--- config.mk ---
export PLATFORM = sky130hd
export DESIGN_NAME = regfile_scoreboard_flat
export DESIGN_NICKNAME = d
export VERILOG_FILES = /design/src/rtl/regfile_scoreboard_if.sv /design/src/rtl/regfile_scoreboard.sv /design/src/flat_wrapper.sv
export SDC_FILE = /design/constraint.sdc
export NUM_CORES = 1
export LEC_CHECK = 0
export CORE_AREA = 3 3 109 111
export DETAILED_ROUTE_END_ITERATION = 8
export DIE_AREA = 0 0 112 114
export DONT_BUFFER_PORTS = 1
export PLACE_DENSITY = 0.66
export SYNTH_ARGS = -nofsm -noshare
export SYNTH_HDL_FRONTEND = slang
export SYNTH_SLANG_ARGS = --single-unit
--- constraint.sdc ---
create_clock -name clk -period 4.7 [get_ports clk]
set_input_delay 0.47 -clock clk [delete_from_list [all_inputs] [get_ports clk]]
set_output_delay 0.47 -clock clk [all_outputs]
set_load 0.005 [all_outputs]
--- src/rtl/regfile_scoreboard_if.sv ---
// ---------------------------------------------------------------------------
// regfile_scoreboard_if
//   Bundles the decode-issue, writeback and register-file write signals of the
//   decode-stage scoreboard.
//   master : decode / writeback sources / register file side (test driver)
//   slave  : the scoreboard itself
//   Issue group     : issue_valid, issue_use_rs1/2, issue_rs1/2_addr,
//                     issue_rd_write, issue_rd_addr -> issue_stall, issue_fire
//   ALU writeback   : alu_wb_valid/addr/data -> alu_wb_ready
//   Load writeback  : mem_wb_valid/addr/data -> mem_wb_ready
//   Regfile port    : rf_write_enable, rf_write_addr, rf_write_data
//   Status          : busy_count, wb_unexpected
// ---------------------------------------------------------------------------
interface regfile_scoreboard_if #(
    parameter int ADDR_W = 5,
    parameter int DATA_W = 32
);
    logic              issue_valid;
    logic              issue_use_rs1;
    logic              issue_use_rs2;
    logic [ADDR_W-1:0] issue_rs1_addr;
    logic [ADDR_W-1:0] issue_rs2_addr;
    logic              issue_rd_write;
    logic [ADDR_W-1:0] issue_rd_addr;
    logic              issue_stall;
    logic              issue_fire;

    logic              alu_wb_valid;
    logic [ADDR_W-1:0] alu_wb_addr;
    logic [DATA_W-1:0] alu_wb_data;
    logic              alu_wb_ready;

    logic              mem_wb_valid;
    logic [ADDR_W-1:0] mem_wb_addr;
    logic [DATA_W-1:0] mem_wb_data;
    logic              mem_wb_ready;

    logic              rf_write_enable;
    logic [ADDR_W-1:0] rf_write_addr;
    logic [DATA_W-1:0] rf_write_data;

    logic [ADDR_W:0]   busy_count;
    logic              wb_unexpected;

    modport master (
        output issue_valid, issue_use_rs1, issue_use_rs2, issue_rs1_addr,
               issue_rs2_addr, issue_rd_write, issue_rd_addr,
               alu_wb_valid, alu_wb_addr, alu_wb_data,
               mem_wb_valid, mem_wb_addr, mem_wb_data,
        input  issue_stall, issue_fire, alu_wb_ready, mem_wb_ready,
               rf_write_enable, rf_write_addr, rf_write_data,
               busy_count, wb_unexpected
    );

    modport slave (
        input  issue_valid, issue_use_rs1, issue_use_rs2, issue_rs1_addr,
               issue_rs2_addr, issue_rd_write, issue_rd_addr,
               alu_wb_valid, alu_wb_addr, alu_wb_data,
               mem_wb_valid, mem_wb_addr, mem_wb_data,
        output issue_stall, issue_fire, alu_wb_ready, mem_wb_ready,
               rf_write_enable, rf_write_addr, rf_write_data,
               busy_count, wb_unexpected
    );
endinterface

--- src/rtl/regfile_scoreboard.sv ---
// ---------------------------------------------------------------------------
// regfile_scoreboard
//   Decode-stage register-file scoreboard: one busy bit per architectural
//   register, RAW/WAW issue stall, round-robin arbitration of the single
//   register-file write port between ALU and load writeback, and registered
//   write-port outputs.
//   clk : rising-edge clock
//   rst : synchronous active-high reset
//   bus : regfile_scoreboard_if.slave (issue, writeback, write port, status)
// ---------------------------------------------------------------------------
module regfile_scoreboard #(
    parameter int NUM_REGS = 32,
    parameter int ADDR_W   = 5,
    parameter int DATA_W   = 32
) (
    input  logic                  clk,
    input  logic                  rst,
    regfile_scoreboard_if.slave   bus
);

    typedef enum logic {
        SRC_ALU = 1'b0,
        SRC_MEM = 1'b1
    } src_e;

    logic [NUM_REGS-1:0] r_busy;
    src_e                r_last_grant;
    logic                r_wr_vld_p1;
    logic [ADDR_W-1:0]   r_wr_addr_p1;
    logic [DATA_W-1:0]   r_wr_data_p1;
    logic                r_wb_unexpected;

    logic [NUM_REGS-1:0] w_busy_nxt;
    logic                w_stall;
    logic                w_fire;
    logic                w_grant_alu;
    logic                w_grant_mem;
    logic                w_grant_any;
    logic [ADDR_W-1:0]   w_win_addr;
    logic [DATA_W-1:0]   w_win_data;
    logic                w_wb_unexpected;
    logic [ADDR_W:0]     w_busy_count;

    // Hazard check sees only registered busy bits; bit 0 is always 0 so x0
    // can never stall.
    always_comb begin
        w_stall = ~rst & bus.issue_valid &
                  ((bus.issue_use_rs1  & r_busy[bus.issue_rs1_addr]) |
                   (bus.issue_use_rs2  & r_busy[bus.issue_rs2_addr]) |
                   (bus.issue_rd_write & r_busy[bus.issue_rd_addr]));
        w_fire  = bus.issue_valid & ~w_stall;
    end

    // Round-robin: on conflict the source not granted last time wins.
    always_comb begin
        w_grant_alu = bus.alu_wb_valid & (~bus.mem_wb_valid | (r_last_grant == SRC_MEM));
        w_grant_mem = bus.mem_wb_valid & (~bus.alu_wb_valid | (r_last_grant == SRC_ALU));
        w_grant_any = w_grant_alu | w_grant_mem;
        w_win_addr  = w_grant_alu ? bus.alu_wb_addr : bus.mem_wb_addr;
        w_win_data  = w_grant_alu ? bus.alu_wb_data : bus.mem_wb_data;
        w_wb_unexpected = w_grant_any & (w_win_addr != '0) & ~r_busy[w_win_addr];
    end

    // Clear is applied before set so a same-register collision leaves it busy.
    always_comb begin
        w_busy_nxt = r_busy;
        if (r_wr_vld_p1)
            w_busy_nxt[r_wr_addr_p1] = 1'b0;
        if (w_fire && bus.issue_rd_write && (bus.issue_rd_addr != '0))
            w_busy_nxt[bus.issue_rd_addr] = 1'b1;
        w_busy_nxt[0] = 1'b0;
    end

    always_comb begin
        w_busy_count = '0;
        for (int i = 0; i < NUM_REGS; i++)
            w_busy_count = w_busy_count + (ADDR_W+1)'(r_busy[i]);
    end

    // ---- p0 -> p1: grant cycle registers the winner onto the write port ----
    always_ff @(posedge clk) begin
        if (rst) begin
            r_busy          <= '0;
            r_last_grant    <= SRC_MEM;
            r_wr_vld_p1     <= 1'b0;
            r_wr_addr_p1    <= '0;
            r_wr_data_p1    <= '0;
            r_wb_unexpected <= 1'b0;
        end else begin
            r_busy <= w_busy_nxt;
            if (w_grant_any) begin
                r_last_grant <= w_grant_alu ? SRC_ALU : SRC_MEM;
                r_wr_vld_p1  <= (w_win_addr != '0);
                r_wr_addr_p1 <= w_win_addr;
                r_wr_data_p1 <= w_win_data;
            end else begin
                r_wr_vld_p1  <= 1'b0;
            end
            if (w_wb_unexpected)
                r_wb_unexpected <= 1'b1;
        end
    end

    assign bus.issue_stall     = w_stall;
    assign bus.issue_fire      = w_fire;
    assign bus.alu_wb_ready    = w_grant_alu;
    assign bus.mem_wb_ready    = w_grant_mem;
    assign bus.rf_write_enable = r_wr_vld_p1;
    assign bus.rf_write_addr   = r_wr_addr_p1;
    assign bus.rf_write_data   = r_wr_data_p1;
    assign bus.busy_count      = w_busy_count;
    assign bus.wb_unexpected   = r_wb_unexpected;

endmodule

--- src/flat_wrapper.sv ---
// flat-port wrapper written by rule: the top's interface ports become plain ports
module regfile_scoreboard_flat 
#(
    parameter int NUM_REGS = 32,
    parameter int ADDR_W   = 5,
    parameter int DATA_W   = 32
)
  (clk, rst, bus_issue_valid, bus_issue_use_rs1, bus_issue_use_rs2, bus_issue_rs1_addr, bus_issue_rs2_addr, bus_issue_rd_write, bus_issue_rd_addr, bus_alu_wb_valid, bus_alu_wb_addr, bus_alu_wb_data, bus_mem_wb_valid, bus_mem_wb_addr, bus_mem_wb_data, bus_issue_stall, bus_issue_fire, bus_alu_wb_ready, bus_mem_wb_ready, bus_rf_write_enable, bus_rf_write_addr, bus_rf_write_data, bus_busy_count, bus_wb_unexpected);
  regfile_scoreboard_if #(.ADDR_W(ADDR_W), .DATA_W(DATA_W)) bus_i ();
  input  logic clk;
  input  logic rst;
  input wire logic [$bits(bus_i.issue_valid)-1:0] bus_issue_valid;
  input wire logic [$bits(bus_i.issue_use_rs1)-1:0] bus_issue_use_rs1;
  input wire logic [$bits(bus_i.issue_use_rs2)-1:0] bus_issue_use_rs2;
  input wire logic [$bits(bus_i.issue_rs1_addr)-1:0] bus_issue_rs1_addr;
  input wire logic [$bits(bus_i.issue_rs2_addr)-1:0] bus_issue_rs2_addr;
  input wire logic [$bits(bus_i.issue_rd_write)-1:0] bus_issue_rd_write;
  input wire logic [$bits(bus_i.issue_rd_addr)-1:0] bus_issue_rd_addr;
  input wire logic [$bits(bus_i.alu_wb_valid)-1:0] bus_alu_wb_valid;
  input wire logic [$bits(bus_i.alu_wb_addr)-1:0] bus_alu_wb_addr;
  input wire logic [$bits(bus_i.alu_wb_data)-1:0] bus_alu_wb_data;
  input wire logic [$bits(bus_i.mem_wb_valid)-1:0] bus_mem_wb_valid;
  input wire logic [$bits(bus_i.mem_wb_addr)-1:0] bus_mem_wb_addr;
  input wire logic [$bits(bus_i.mem_wb_data)-1:0] bus_mem_wb_data;
  output wire logic [$bits(bus_i.issue_stall)-1:0] bus_issue_stall;
  output wire logic [$bits(bus_i.issue_fire)-1:0] bus_issue_fire;
  output wire logic [$bits(bus_i.alu_wb_ready)-1:0] bus_alu_wb_ready;
  output wire logic [$bits(bus_i.mem_wb_ready)-1:0] bus_mem_wb_ready;
  output wire logic [$bits(bus_i.rf_write_enable)-1:0] bus_rf_write_enable;
  output wire logic [$bits(bus_i.rf_write_addr)-1:0] bus_rf_write_addr;
  output wire logic [$bits(bus_i.rf_write_data)-1:0] bus_rf_write_data;
  output wire logic [$bits(bus_i.busy_count)-1:0] bus_busy_count;
  output wire logic [$bits(bus_i.wb_unexpected)-1:0] bus_wb_unexpected;
  assign bus_i.issue_valid = bus_issue_valid;
  assign bus_i.issue_use_rs1 = bus_issue_use_rs1;
  assign bus_i.issue_use_rs2 = bus_issue_use_rs2;
  assign bus_i.issue_rs1_addr = bus_issue_rs1_addr;
  assign bus_i.issue_rs2_addr = bus_issue_rs2_addr;
  assign bus_i.issue_rd_write = bus_issue_rd_write;
  assign bus_i.issue_rd_addr = bus_issue_rd_addr;
  assign bus_i.alu_wb_valid = bus_alu_wb_valid;
  assign bus_i.alu_wb_addr = bus_alu_wb_addr;
  assign bus_i.alu_wb_data = bus_alu_wb_data;
  assign bus_i.mem_wb_valid = bus_mem_wb_valid;
  assign bus_i.mem_wb_addr = bus_mem_wb_addr;
  assign bus_i.mem_wb_data = bus_mem_wb_data;
  assign bus_issue_stall = bus_i.issue_stall;
  assign bus_issue_fire = bus_i.issue_fire;
  assign bus_alu_wb_ready = bus_i.alu_wb_ready;
  assign bus_mem_wb_ready = bus_i.mem_wb_ready;
  assign bus_rf_write_enable = bus_i.rf_write_enable;
  assign bus_rf_write_addr = bus_i.rf_write_addr;
  assign bus_rf_write_data = bus_i.rf_write_data;
  assign bus_busy_count = bus_i.busy_count;
  assign bus_wb_unexpected = bus_i.wb_unexpected;
  regfile_scoreboard #(.NUM_REGS(NUM_REGS), .ADDR_W(ADDR_W), .DATA_W(DATA_W)) u_core (.clk(clk), .rst(rst), .bus(bus_i));
endmodule
Word-level counts from Yosys, hierarchy flattened
Index checks and enable logic that the tools add are counted.
Storage, ports and cells
  register bits: 72
  input port bits: 97
Cells by class
  add/subtract/negate cells: 31
  $lt $le $gt $ge: 7
  muxes and demuxes: 17
  bitwise operators: 25
  reductions and logical operators: 7
Operators by type and width (number)
  6-bit by 1-bit adder with 6-bit output: 30
  32-bit 2-to-1 mux: 3
  32-bit bitwise AND: 1
  32-bit inverter: 1
  32-bit bitwise OR: 1
  5-bit by 6-bit < comparator with 1-bit output (second input constant): 5
  1-bit binary-select mux with 5-bit select: 4
  1-bit bitwise AND: 10
  1-bit demux with 5-bit select: 2
  5-bit by 1-bit greater-or-equal comparator with 1-bit output (second input constant): 2
  5-bit nonzero test: 2
  1-bit 2-to-1 mux: 7
  1-bit inverter: 7
  5-bit 2-to-1 mux: 1
  1-bit bitwise OR: 5
  1-bit logical AND: 4
  1-bit by 1-bit adder with 2-bit output: 1
  2-bit OR reduction: 1

Longest topological paths before layout
Gate-level depths: netlist of the first run.
  word-level depth: 31
  depth in mapped cells: 17

Worst setup path after synthesis of the first run
No wires, ideal clock.
  path type: reg2out
  start point: register u_core.r_busy[1]
  end point: output port bus_busy_count[4]
  arrival time: 4.618 ns
  required time: 4.230 ns
  setup slack: -0.388 ns
  cell stages (with the launch flop): 18
  path buffers: 0
  cell sequence: dfxtp_1 -> inv_1 -> fa_1 -> inv_1 -> fa_1 -> fa_1 -> fa_1 -> fa_1 -> inv_1 -> fa_1 -> inv_1 -> fa_1 -> inv_1 -> fa_1 -> inv_1 -> a21o_1 -> a21oi_1 -> xnor2_1
Between the ends
  longest elaborated chain between the ends: 31
Ends and longest elaborated chain
  from (decl): RTL line regfile_scoreboard.sv:26  | logic [NUM_REGS-1:0] r_busy;
  from (signal assigned): RTL line regfile_scoreboard.sv:90  | r_busy <= w_busy_nxt;
  1-bit by 1-bit adder with 2-bit output: RTL line regfile_scoreboard.sv:77  | w_busy_count = w_busy_count + (ADDR_W+1)'(r_busy[i]);
  6-bit by 1-bit adder with 6-bit output (30 in a row): RTL line regfile_scoreboard.sv:77
  to (decl): RTL line flat_wrapper.sv:32  | output wire logic [$bits(bus_i.busy_count)-1:0] bus_busy_count;
No other way between the ends.

Worst setup path after layout of the first run
Same ends and word-level chain as after synthesis.

==> results of run 1 <==
worst max-delay path, cell delays in order, from the launching register on:
cell	delay (ps)
dfxtp_2	330
inv_2	40
fa_1	530
inv_1	60
fa_2	540
fa_1	430
fa_1	460
fa_1	490
inv_1	50
fa_1	490
inv_2	40
fa_2	360
inv_2	70
fa_2	190
inv_1	40
a21o_1	150
a21oi_2	120
xnor2_1	150
power by group through the flow:
stage | Sequential, W | Combinational, W | Clock [W]
after floorplan | 0.000669 | 0.000185 | 0
after CTS | 0.000670 | 0.000191 | 0.000494
after global routing | 0.000673 | 0.000215 | 0.000519
after global placement | 0.000683 | 0.000185 | 0
after detailed placement | 0.000683 | 0.000190 | 0
final | 0.000669 | 0.000194 | 0.000488
metal layers:
metal / vias up / part of all wire, % / global-route usage [%]
li1: 2354 / - / -
met1: 2496 / 40 / 35.0
met2: 271 / 47 / 42.4
met3: 43 / 10 / 6.21
met4: 0 / 2.8 / 8.49
met5: - / 0 / 0
per-stage QoR:
step / TNS [ps] / worst slack, ps / hold slack [ps] / cells
final: -2680 / -643 / 200 / 800
after global routing: -3620 / -839 / 188 / 800
after CTS: -2800 / -663 / 180 / 800
after detailed placement: -956 / -328 / 489 / 783
after global placement: -860 / -303 / 487 / 783
after floorplan: -415 / -236 / 451 / 658
layout make-up:
class / count / area (µm²)
repair buffers: 34 / 259
clock inverters: 6 / 70.1
inverters: 48 / 180
well taps: 140 / 175
clock buffers: 10 / 128
fillers: 1033 / 5010
multi-input cells: 491 / 3640
flip-flops and latches: 71 / 1430
cells by family after synthesis:
| kind of cell | share of synthesized area, % |
|---|---|
| adders and majority gates | 10.1 |
| muxes | 13.5 |
| buffers and inverters | 7.21 |
| xor gates and xnor gates | 0.485 |
| AOI/OAI and AO/OA | 19.1 |
| DFF | 26.3 |
| and+or+nand+nor | 23.4 |
final timing paths:
check | startpoint | end | depth (start not counted)
max | u_core.r_busy[1] | bus_busy_count[4] | 17
min | rst | u_core.bus.rf_write_data[26] | 1
max reg2reg | u_core.r_last_grant | u_core.bus.wb_unexpected | 7
min reg2reg | u_core.bus.rf_write_data[23] | u_core.bus.rf_write_data[23] | 2
flip-flops by register name (all words and copies together), names as in the netlist:
name	cells
u_core.bus.rf_write_data	32
u_core.r_busy	31
u_core.bus.rf_write_addr	5
u_core.bus.rf_write_enable	1
u_core.bus.wb_unexpected	1
u_core.r_last_grant	1
timing repair:
item	CTS	global route
pin swaps	5	2
setup buffers	1	0
gates cloned	0	0
endpoints found under the setup margin	6	6
resized for setup	4	4
cells in the mapped netlist (16+ instances only):
cell type	number	area share (%)
clkbuf_1	32	2.2
inv_1	47	3.3
fa_1	23	8.5
nand2_1	67	4.6
dfxtp_1	71	26
nor2b_1	22	2.5
a311oi_1	17	2.8
o21ai_0	42	3.9
nor4_1	18	2.1
nand3_1	16	1.5
mux2i_1	33	6.1
nor2_1	84	5.8
==> summary.md, run 1 <==
| Metric | Value |
|---|---|
| Die area | 12800 µm² |
| Post-synth EDFFs | 0 |
| Max-cap violation count | 0 |
| Crit path required time | 4230 ps |
| Final wirelength | 17400 µm |
| PortBufs | 0 |
| Synth Warn # | 0 |
| Crit path DAT | 4870 ps |
| Worst-Skew Late Latency | 350 ps |
| Final Cycle Share | 114% |
| Commonest non-fill, non-tap cell in the layout | nor2_1 |
| Gpl congestion | 0.993 |
| Post-synth ARST share | 0% |
| Worst Hold Class | in2reg |
| Setup Skew | 12.0 ps |
| Synth cell types | 65 |
| # hold bufs at CTS | 0 |
| DRC | 0 |
| Tot Pwr | 0.00135 W |
| Remaining antenna violation count after routing | 0 |
| FP Rows | 38 |
| Fin util | 54.0% |
| Crit end category | output port |
| Max clock buf depth | 2 |
| Syn Area/Cell | 8.23 µm² |
| Starting density of the core | 49.7% |
| Worst VDD drop | 197 µV |
| CTS buffer count | 9 |
| H-Tree Depth | 3 |
| Cell count after synthesis | 658 |
| Max FO, Critical Path | 2 |
| Final min period | 5340 ps |
| Root Buffer | clkbuf_8 |
| Internal reg-to-reg setup slack | 1860 ps |
| Synth Flop Type | dfxtp_1 |
| Most frequent cells in the layout | nor2_1, nand2_1, dfxtp_1, o21ai_0, inv_1 |
| P&R area growth vs syn | 8.62% |
| Register bit count reported by yosys | 71 |
| Sequential element share of the synthesized area | 26.3% |
| CORE AREA | 10900 µm² |
| Pre-antenna DRT Iters | 7 |
| Combinational power share | 14.3% |
| Cell Area, Synth | 5410 µm² |
| Vias per cell | 6.46 |
| # IOs | 146 |
| Vias in the first global route | 4947 |
| Total global-route track usage | 26.2% |
| Reg power frac | 49.6% |
| Die outline width | 112 µm |
| Worst-Margin Slew | 991 ps |
| PnR worst setup slack | -643 ps |
| Die Ht | 114 µm |
| Type of the worst setup path | reg2out |
| Cell Int Power | 0.000961 W |
| FMAX | 187 MHz |
| Placed Area | 5650 µm² |
| Iter 0 DRT Violations | 690 |
| Failing checks | negative setup slack |
| Finished Cell Area | 5880 µm² |
| Hold violation count in the final report | 0 |
| Switch share | 28.8% |
| Layout cells sized above 1 | 15.5% |
| Register clock-pin slew on the reported worst setup and hold paths | 80 ps |
| Slew Limit Fails | 0 |
| Final setup violation count | 6 |
| Status | complete, but fails checks |
| Syn nets | 785 |
| DPL Wire Length | 13200 µm |
| Gr ovfl total | 0 |
| Crit path launch type | flop |
| Clk pwr share | 36.1% |
| CTS Sinks | 71 |
| P_leak | 2.36 nW |
| Rel. slew slack | 33.0% |
| Largest net degree at the start of global routing | 75 |
| Global-route wire length before repair | 26500 µm |
| # diodes | 0 |
| Layout Nets | 782 |
| CTS tree | yes |
| P_sw | 0.000389 W |
| Antenna violations before repair | 0 |
| RSZ-0062 raised after global routing | true |
| Routed len/inst | 21.7 µm |
| Vias after detailed routing | 5164 |
| Pwr/cell area | 230 nW/µm² |
Note: power is estimated with default switching activity, not from simulation.
==> run 2, diff against run 1 <==
Settings changed: ABC_CLOCK_PERIOD_IN_PS set to 4700, PLACE_DENSITY 0.66 to not set, PLACE_DENSITY_LB_ADDON set to 0.05.
==> run 2 against run 1 <==
  * The flow still finishes with violations (negative setup slack)
  * Global-route usage up 1.6 points
  * Setup slack about the same
  * Combinational power about the same
  * Hold slack better by 27 ps
  * Clock power up 2%
  * Cell area up 0.62%
  * Wire length up 4.0%
  * Sequential cell count unchanged
  * Non-clock buffer count up 5
  * First-iteration DRC count down 32%
  * Critical path type unchanged
==> summary.md, run 2 (synthesis gave the netlist of run 1 again) <==
| Metric | Value |
|---|---|
| CTS Sinks | 71 |
| Worst VDD drop | 273 µV |
| CP max stage delay | 510 ps |
| Crit end category | output port |
| Vias per cell | 6.40 |
| P_leak | 2.39 nW |
| Layout Nets | 787 |
| Pre-CTS WS | -318 ps |
| Non-filler cells, final | 804 |
| Hold violation count in the final report | 0 |
| Vias after detailed routing | 5145 |
| Worst setup path endpoint | bus_busy_count[4] |
| Failing checks | negative setup slack |
| Worst-Margin Slew | 836 ps |
| Crit path required time | 4230 ps |
| Pwr/cell area | 230 nW/µm² |
| Crit path DAT | 4870 ps |
| Final Cycle Share | 114% |
| Largest net degree at the start of global routing | 75 |
| Iter 0 DRT Violations | 469 |
| Die outline width | 112 µm |
| FP Rows | 38 |
| CTS buffer count | 9 |
| Routed len/inst | 22.5 µm |
| CORE AREA | 10900 µm² |
| Cell Chain, Critical Path | fa_1, fa_1, inv_1, fa_1, inv_2, fa_1, fa_1, inv_1, fa_1, inv_2, fa_2, inv_2, fa_2, inv_1, a21o_1, a21oi_2, xnor2_1 |
| Placed cells | 784 |
| Max clock buf depth | 2 |
| Status | complete, but fails checks |
| Global-route wire length before repair | 27600 µm |
| Final min period | 5340 ps |
| Gr ovfl total | 0 |
| DRC | 0 |
| Starting density of the core | 49.7% |
| Register clock-pin slew on the reported worst setup and hold paths | 70 ps |
| Root Buffer | clkbuf_8 |
| Critical path startpoint | u_core.r_busy[26] |
| Commonest non-fill, non-tap cell in the layout | nor2_1 |
| Max-cap violation count | 0 |
| Rel. slew slack | 43.7% |
| R2R depth | 8 |
| FMAX | 187 MHz |
| Vias in the first global route | 4960 |
| Final wirelength | 18100 µm |
| Die Ht | 114 µm |
| Gpl congestion | 0.965 |
| Type of the worst setup path | reg2out |
| Min-Delay Startpoint | rst |
| Setup Skew | 13.5 ps |
| # hold bufs at CTS | 0 |
| Pre-antenna DRT Iters | 5 |
| Slew Limit Fails | 0 |
| Max reg flops | 32 |
| # diodes | 0 |
| CTS tree | yes |
| Most frequent cells in the layout | nor2_1, nand2_1, dfxtp_1, o21ai_0, inv_1 |
| R2r endpoint | u_core.bus.wb_unexpected |
| DPL Wire Length | 13400 µm |
| Die area | 12800 µm² |
| PortBufs | 0 |
| Antenna violations before repair | 0 |
| Internal reg-to-reg setup slack | 1600 ps |
| Max FO, Critical Path | 2 |
| Final setup violation count | 6 |
| P&R area growth vs syn | 9.29% |
| Total global-route track usage | 27.9% |
| Crit path launch type | flop |
| Layout cells sized above 1 | 16.0% |
| Worst Hold Class | in2reg |
| # IOs | 146 |
| Reg2reg start | u_core.r_last_grant |
| Fillers | 1054 |
| RSZ-0062 raised after global routing | true |
| Slowest cell on crit path | fa_1 |
| PnR worst setup slack | -643 ps |
| Final hold slack | 228 ps |
| Worst-Skew Late Latency | 350 ps |
| Remaining antenna violation count after routing | 0 |
| CP most frequent cell | fa_1 |
| H-Tree Depth | 3 |
==> run 2: cell count changes in the layout (fill, tap and decap cells not counted) <==
cell and change:
inv_6 -1, clkbuf_8 +2, fa_1 +1, buf_4 +5, clkinvlp_4 -2, dfxtp_1 -1, clkinv_4 -1, fa_2 -1
clkinv_2 +1, dfxtp_2 +1
==> run 2: worst max-delay path: cells and delay by family (launching register included) <==
family | cells | cell delay (ps)
xor+xnor | 1 | 150
fa+ha+maj | 8 | 3500
compound gates | 2 | 280
flops | 1 | 330
buf+inv | 6 | 300
==> run 2: cell type report <==
type	count	area, µm²	share of cell area, %
Inverter	48	180	3.05
Timing Repair Buffer	39	297	5.01
Multi-Input combinational cell	491	3640	61.5
Tap cell	140	175	2.96
Clock buffer	12	155	2.62
Sequential cell	71	1430	24.2
Clock inverter	3	42.5	0.719
==> run 2: worst min path at each step <==
stage / depth (start not counted) / end / slack, ps
4_1_cts: 1 / u_core.bus.rf_write_data[30] / 190
3_3_place_gp: 2 / u_core.bus.wb_unexpected / 490
5_1_grt: 1 / u_core.bus.rf_write_data[23] / 200
3_5_place_dp: 2 / u_core.bus.wb_unexpected / 490
6_report: 1 / u_core.bus.rf_write_data[23] / 230
2_1_floorplan: 2 / u_core.bus.wb_unexpected / 450
==> run 2: stage by stage <==
stage	setup TNS (ps)	util, %	cell area, µm²	total power [W]
after CTS	-2810	54.1	5890	0.00137
after detailed placement	-897	51.9	5660	0.000872
after global placement	-803	51.9	5660	0.000868
after global routing	-3770	54.3	5920	0.00142
final	-2720	54.3	5920	0.00136
after floorplan	-415	-	5440	0.000854
==> run 2: power by group <==
part	switching, W	total (W)	leakage [nW]	internal (W)
logic	0.000113	0.000193	1.71	0.0000801
registers	0.0000345	0.000668	0.588	0.000634
clock network	0.000228	0.000499	0.0985	0.000271
total	0.000376	0.00136	2.39	0.000985
==> run 2: layer usage <==
layer	part of all wire (%)	track usage (%)	wire length [µm]
met3	10	7.16	1900
met2	46	42.6	8300
met5	0	0	0
met4	2.7	10.5	490
met1	41	38.3	7400
==> run 2: timing repair <==
| action | CTS | global route |
|---|---|---|
| setup buffers | 4 | 2 |
| endpoints found under the setup margin | 6 | 6 |
| pin swaps | 8 | 5 |
| resized for setup | 4 | 4 |
